[src/rtl/clock_gate_ctrl_if.sv]
// Signal bundle between the clock-gate controller and the gated domain / requester.
// The controller takes the slave side; the domain/requester takes the master side.
interface clock_gate_ctrl_if;
   logic        i_busy;
   logic        i_req;
   logic        i_force_on;
   logic        o_clock_en;
   logic        o_ready;
   logic        o_gated;
   logic [15:0] o_gate_cnt;

   modport master (
      output i_busy,
      output i_req,
      output i_force_on,
      input  o_clock_en,
      input  o_ready,
      input  o_gated,
      input  o_gate_cnt
   );

   modport slave (
      input  i_busy,
      input  i_req,
      input  i_force_on,
      output o_clock_en,
      output o_ready,
      output o_gated,
      output o_gate_cnt
   );
endinterface

[src/rtl/clock_gate_ctrl.sv]
// Idle-detecting clock-gate enable controller for one gated domain, running in the
// always-on clock; gates after a run of idle cycles and sequences a settled wake-up.
//
// state    | meaning
// ---------+-----------------------------------------------------------
// ST_RUN   | domain clocked, work present or just resumed; ready
// ST_IDLE  | domain clocked, counting consecutive idle cycles; ready
// ST_GATED | enable low, waiting for i_req or i_force_on
// ST_WAKE  | enable high again, counting settle cycles; not ready
module clock_gate_ctrl #(
   parameter int IDLE_CYCLES = 16,
   parameter int WAKE_CYCLES = 2,
   parameter int CNT_W       = 8
) (
   input  logic               i_clk,
   input  logic               i_rstn,
   clock_gate_ctrl_if.slave   cg
);

   typedef enum logic [1:0] {
      ST_RUN   = 2'd0,
      ST_IDLE  = 2'd1,
      ST_GATED = 2'd2,
      ST_WAKE  = 2'd3
   } state_t;

   localparam logic [CNT_W-1:0] IDLE_LAST = CNT_W'(IDLE_CYCLES - 1);
   localparam logic [CNT_W-1:0] WAKE_LAST = CNT_W'(WAKE_CYCLES - 1);
   localparam logic [CNT_W-1:0] CNT_ONE   = CNT_W'(1);
   localparam logic [15:0]      GATE_MAX  = 16'hFFFF;

   state_t           state_q, state_d;
   logic [CNT_W-1:0] cnt_q, cnt_d;
   logic [15:0]      gate_cnt_q, gate_cnt_d;
   logic             en_q, ready_q, gated_q;
   logic             en_d, ready_d, gated_d;
   logic             idle_cycle;

   assign idle_cycle = ~cg.i_busy & ~cg.i_req & ~cg.i_force_on;

   always_ff @(posedge i_clk or negedge i_rstn) begin
      if (!i_rstn) begin
         state_q    <= ST_RUN;
         cnt_q      <= '0;
         gate_cnt_q <= '0;
         en_q       <= 1'b1;
         ready_q    <= 1'b1;
         gated_q    <= 1'b0;
      end else begin
         state_q    <= state_d;
         cnt_q      <= cnt_d;
         gate_cnt_q <= gate_cnt_d;
         en_q       <= en_d;
         ready_q    <= ready_d;
         gated_q    <= gated_d;
      end
   end

   always_comb begin
      state_d    = state_q;
      cnt_d      = cnt_q;
      gate_cnt_d = gate_cnt_q;
      unique case (state_q)
         ST_RUN: begin
            if (idle_cycle) begin
               state_d = ST_IDLE;
               cnt_d   = CNT_ONE;
            end else begin
               cnt_d   = '0;
            end
         end
         ST_IDLE: begin
            // Activity on the threshold edge wins over gating.
            if (!idle_cycle) begin
               state_d = ST_RUN;
               cnt_d   = '0;
            end else if (cnt_q == IDLE_LAST) begin
               state_d = ST_GATED;
               cnt_d   = '0;
               if (gate_cnt_q != GATE_MAX) begin
                  gate_cnt_d = gate_cnt_q + 16'd1;
               end
            end else begin
               cnt_d   = cnt_q + CNT_ONE;
            end
         end
         ST_GATED: begin
            if (cg.i_req || cg.i_force_on) begin
               state_d = ST_WAKE;
               cnt_d   = '0;
            end
         end
         ST_WAKE: begin
            // Settle period always completes, even if the request goes away.
            if (cnt_q == WAKE_LAST) begin
               state_d = ST_RUN;
               cnt_d   = '0;
            end else begin
               cnt_d   = cnt_q + CNT_ONE;
            end
         end
         default: begin
            state_d = ST_RUN;
            cnt_d   = '0;
         end
      endcase
   end

   // Outputs are flopped from the next state so the gating-cell enable is glitch-free.
   always_comb begin
      en_d    = (state_d != ST_GATED);
      ready_d = (state_d == ST_RUN) || (state_d == ST_IDLE);
      gated_d = (state_d == ST_GATED);
   end

   assign cg.o_clock_en = en_q;
   assign cg.o_ready    = ready_q;
   assign cg.o_gated    = gated_q;
   assign cg.o_gate_cnt = gate_cnt_q;

endmodule

[src/flat_wrapper.sv]
// flat-port wrapper written by rule: the top's interface ports become plain ports
module clock_gate_ctrl_flat 
#(
   parameter int IDLE_CYCLES = 16,
   parameter int WAKE_CYCLES = 2,
   parameter int CNT_W       = 8
)
  (i_clk, i_rstn, cg_i_busy, cg_i_req, cg_i_force_on, cg_o_clock_en, cg_o_ready, cg_o_gated, cg_o_gate_cnt);
  clock_gate_ctrl_if cg_i ();
  input  logic i_clk;
  input  logic i_rstn;
  input wire logic [$bits(cg_i.i_busy)-1:0] cg_i_busy;
  input wire logic [$bits(cg_i.i_req)-1:0] cg_i_req;
  input wire logic [$bits(cg_i.i_force_on)-1:0] cg_i_force_on;
  output wire logic [$bits(cg_i.o_clock_en)-1:0] cg_o_clock_en;
  output wire logic [$bits(cg_i.o_ready)-1:0] cg_o_ready;
  output wire logic [$bits(cg_i.o_gated)-1:0] cg_o_gated;
  output wire logic [$bits(cg_i.o_gate_cnt)-1:0] cg_o_gate_cnt;
  assign cg_i.i_busy = cg_i_busy;
  assign cg_i.i_req = cg_i_req;
  assign cg_i.i_force_on = cg_i_force_on;
  assign cg_o_clock_en = cg_i.o_clock_en;
  assign cg_o_ready = cg_i.o_ready;
  assign cg_o_gated = cg_i.o_gated;
  assign cg_o_gate_cnt = cg_i.o_gate_cnt;
  clock_gate_ctrl #(.IDLE_CYCLES(IDLE_CYCLES), .WAKE_CYCLES(WAKE_CYCLES), .CNT_W(CNT_W)) u_core (.i_clk(i_clk), .i_rstn(i_rstn), .cg(cg_i));
endmodule
[config.mk]
export PLATFORM = sky130hd
export DESIGN_NAME = clock_gate_ctrl_flat
export DESIGN_NICKNAME = d
export VERILOG_FILES = /design/src/rtl/clock_gate_ctrl_if.sv /design/src/rtl/clock_gate_ctrl.sv /design/src/flat_wrapper.sv
export SDC_FILE = /design/constraint.sdc
export NUM_CORES = 1
export LEC_CHECK = 0
export CAP_MARGIN = 20
export CORE_MARGIN = 3
export CORE_UTILIZATION = 45
export CTS_CLUSTER_DIAMETER = 50
export DETAILED_ROUTE_END_ITERATION = 16
export PLACE_DENSITY_LB_ADDON = 0.25
export SLEW_MARGIN = 20
export SYNTH_ARGS = -nofsm -noshare
export SYNTH_HDL_FRONTEND = slang
export SYNTH_SLANG_ARGS = --single-unit
[constraint.sdc]
create_clock -name i_clk -period 1.7 [get_ports i_clk]
set_input_delay 0.34 -clock i_clk [delete_from_list [all_inputs] [get_ports i_clk]]
set_output_delay 0.34 -clock i_clk [all_outputs]
set_load 0.03 [all_outputs]
==> flow_summary.yaml <==
global_routing:
  grt_pass1_wl_mm: 6.244
  top_usage_layer: "met2"
  antenna_found_initial: 0
  overflow: 0
  grtUsageMet1_pct: 24.20
  gr-usage-met3_pct: 4.813
  grt_max_degree: 30
  grt_use_total_pct: 20.18
  grt_pass1_vias: 1336
  grt_use_met2_pct: 33.47
cells_and_area:
  postLayoutCoreUtil_pct: 71.71
  layout.nets: 207
  drive_gt1_share_pct: 37.50
  antenna_cells: 0
  final_area_mm2: 0.002207
  syn_to_final_growth_pct: 50.38
sta:
  max_freq_mhz: 545.2
  setup_viol: 18
  period_minus_slack_ps: 1834
  rsz0062_at_grt: "yes"
  hold_viol: 0
  fin_skew_ps: 6.781
  drv_slew: 0
  relSlewSlack_pct: 74.71
  min_period_over_period_pct: 107.9
  setup_ws_ps: -134.2
  worst-slew-pin-transition_ps: 379.3
floorplan:
  core_area_mm2: 0.003078
  rows: 20
  top_level_ports: 24
  dieHeight_um: 63.11
  dieWidth_um: 63.11
  start_util_pct: 47.68
  die-area_mm2: 0.003983
logic_synthesis:
  syn_inst: 139
  yosys-top-cells-area: "dfrtp_1, xnor2_1, dfstp_2"
  synth_ff_type: "dfrtp_1"
  synth_warnings: 0
  synth-async-reset-ratio_pct: 100.0
  netlist-cell-type-count: 44
  yosysTopAreaCell: "dfrtp_1"
  yosysTopAreaCellShare_pct: 46.04
  netlist_area_mm2: 0.001468
  avgSynthCellArea_um2: 10.56
  syn_nets: 147
  synth_seq_area_share_pct: 49.62
  ys_ff_latch: 29
  synth_edf_count: 0
cts:
  htreeDepth: 2
  cts_tree: "done"
  postCtsHoldBufs: 0
  clkSinkCount: 29
  clock_latency_ps: 340
  clk_path_buf_depth: 2
  cts_root_buf: "clkbuf_4"
  cts_buffers: 5
  path_clk_slew_ps: 100
power:
  power.leakage_nw: 1.071
  power_w: 0.001676
  p_per_area_mw_per_mm2: 759.1
  vdd_drop_max_uv: 414.0
worst_setup_path:
  worst-endpoint-arrival_ps: 2050
  crit_fanout: 4
  reg2regPathDepth: 6
  crit_type: "reg -> reg"
  start_kind: "register"
  rrSetupSlack_ps: -130
  reg2reg_to: "u_core.cg.o_gate_cnt[1]"
  critPathCaptureType: "register"
  crit_required_ps: 1920
  timing.rr.start: "u_core.cnt_q[6]"
routing:
  drtIter0Drc: 34
  dr_total_vias: 1308
  vias_per_cell: 5.361
  ant_nets: 0
  dr.pass1.iters: 4
  wl_per_cell_um: 15.34
  drc: 0
  wl_mm: 3.744
run:
  max-cap-violations: 0
place:
  port_buffers: 23
  place.gp.congestion: 0.8592
  dp_hpwl_mm: 2.452
  place_area_mm2: 0.001967
status:
  status: "finished with violations"
  violations: "negative setup slack"
worst_hold_path:
  hp-class: "in -> async"
==> area by class of cell <==
class / instances / area [um2]
Sequential cell: 29 / 734.5
Tap cell: 44 / 55.05
Timing Repair Buffer: 58 / 504.2
Inverter: 5 / 18.77
Multi-Input combinational cell: 100 / 845.8
Fill cell: 245 / 870.8
Clock buffer: 8 / 48.80
==> Yosys cell counts, drive strengths merged, types with 4 or more instances <==
master and n:
xnor2 11, inv 5, a21oi 4, dfrtp 27
nand3 6, o21ai 6, and3 5, nand2 11
a21o 4, nor2 8, xor2 4, nand4 9
==> where the power goes <==
group / internal [W] / leakage [nW] / switching, W
Sequential: 0.000747 / 0.388 / 0.0000467
Combinational: 0.000223 / 0.657 / 0.000244
Clock: 0.000165 / 0.0265 / 0.000250
==> logic make-up after synthesis <==
| logic type | Yosys count | share of synthesized area (%) |
|---|---|---|
| XOR/XNOR | 15 | 8.951 |
| AO/OA/AOI/OAI | 22 | 9.890 |
| multiplexers | 2 | 1.449 |
| buffers and inverters | 10 | 3.410 |
| AND/OR/NAND/NOR | 58 | 24.13 |
| adder cells (fa/ha/maj) | 3 | 2.558 |
| flip-flops | 29 | 49.62 |
==> critical path: stages (launching register included) <==
cell     delay [ps]
dfrtp_1         420
nor4_4          330
buf_4           190
nand4_4         110
a31oi_4         220
buf_4           150
mux2_4          290
==> metrics by stage <==
step	setup TNS, ps	setup WS, ps	hold slack [ps]	cells
final	-1166	-134.2	378.9	244
after detailed placement	-7823	-398.6	473.1	228
after global routing	-2562	-193.5	415.1	244
after global placement	-7148	-349.0	465.5	228
after floorplan	-105.9	-33.26	44.41	139
after CTS	-205.9	-35.25	395.5	242
==> registers in the layout, summed over array words and instances, names as in the netlist <==
signal,count
u_core.cg.o_clock_en,1
u_core.cg.o_gate_cnt,16
u_core.cg.o_gated,1
u_core.cg.o_ready,1
u_core.cnt_q,8
u_core.state_q,2
==> timing repair <==
| action | in CTS | in global routing |
|---|---|---|
| setup buffers | 6 | 3 |
| pin swaps | 11 | 15 |
| setup endpoints to repair | 40 | 25 |
| gates resized for setup | 32 | 18 |
==> worst max path at each step <==
stage	startpoint	slack [ps]	to
after floorplan	u_core.cnt_q[6]	-30	u_core.cg.o_gate_cnt[9]
after global placement	cg_i_req	-350	u_core.cg.o_gate_cnt[4]
after detailed placement	cg_i_req	-400	u_core.cnt_q[7]
after CTS	u_core.cnt_q[4]	-40	u_core.cg.o_gate_cnt[9]
after global routing	u_core.cnt_q[6]	-190	u_core.cg.o_gate_cnt[15]
final	u_core.cnt_q[6]	-130	u_core.cg.o_gate_cnt[1]
==> metal layers <==
| metal | wire length [um] | up-vias |
|---|---|---|
| li1 | - | 616 |
| met1 | 1536 | 659 |
| met2 | 2004 | 25 |
| met3 | 133 | 8 |
| met4 | 69 | 0 |
| met5 | 0 | - |
==> cell usage in the layout (no fill, tap or decap), drive strengths merged, types with 2 or more instances in the layout <==
| cell | synthesis | layout |
|---|---|---|
| nor3 | 2 | 2 |
| a21o | 4 | 4 |
| dfrtp | 27 | 27 |
| or3 | 2 | 2 |
| nor4 | 3 | 3 |
| nand3 | 6 | 6 |
| or2 | 2 | 2 |
| clkdlybuf4s50 | 0 | 5 |
| ha | 3 | 3 |
| inv | 5 | 5 |
| xnor2 | 11 | 11 |
| buf | 3 | 35 |
| a31oi | 3 | 3 |
| o21ai | 6 | 6 |
| a21oi | 4 | 4 |
| and2 | 3 | 3 |
| clkbuf | 2 | 8 |
| nand2 | 11 | 11 |
| dlygate4sd2 | 0 | 18 |
| dfstp | 2 | 2 |
| nor3b | 2 | 2 |
| xor2 | 4 | 4 |
| nor2 | 8 | 8 |
| and3 | 5 | 5 |
| nand4 | 9 | 9 |
| and4 | 3 | 3 |
Note: power is estimated with default switching activity, not from simulation.
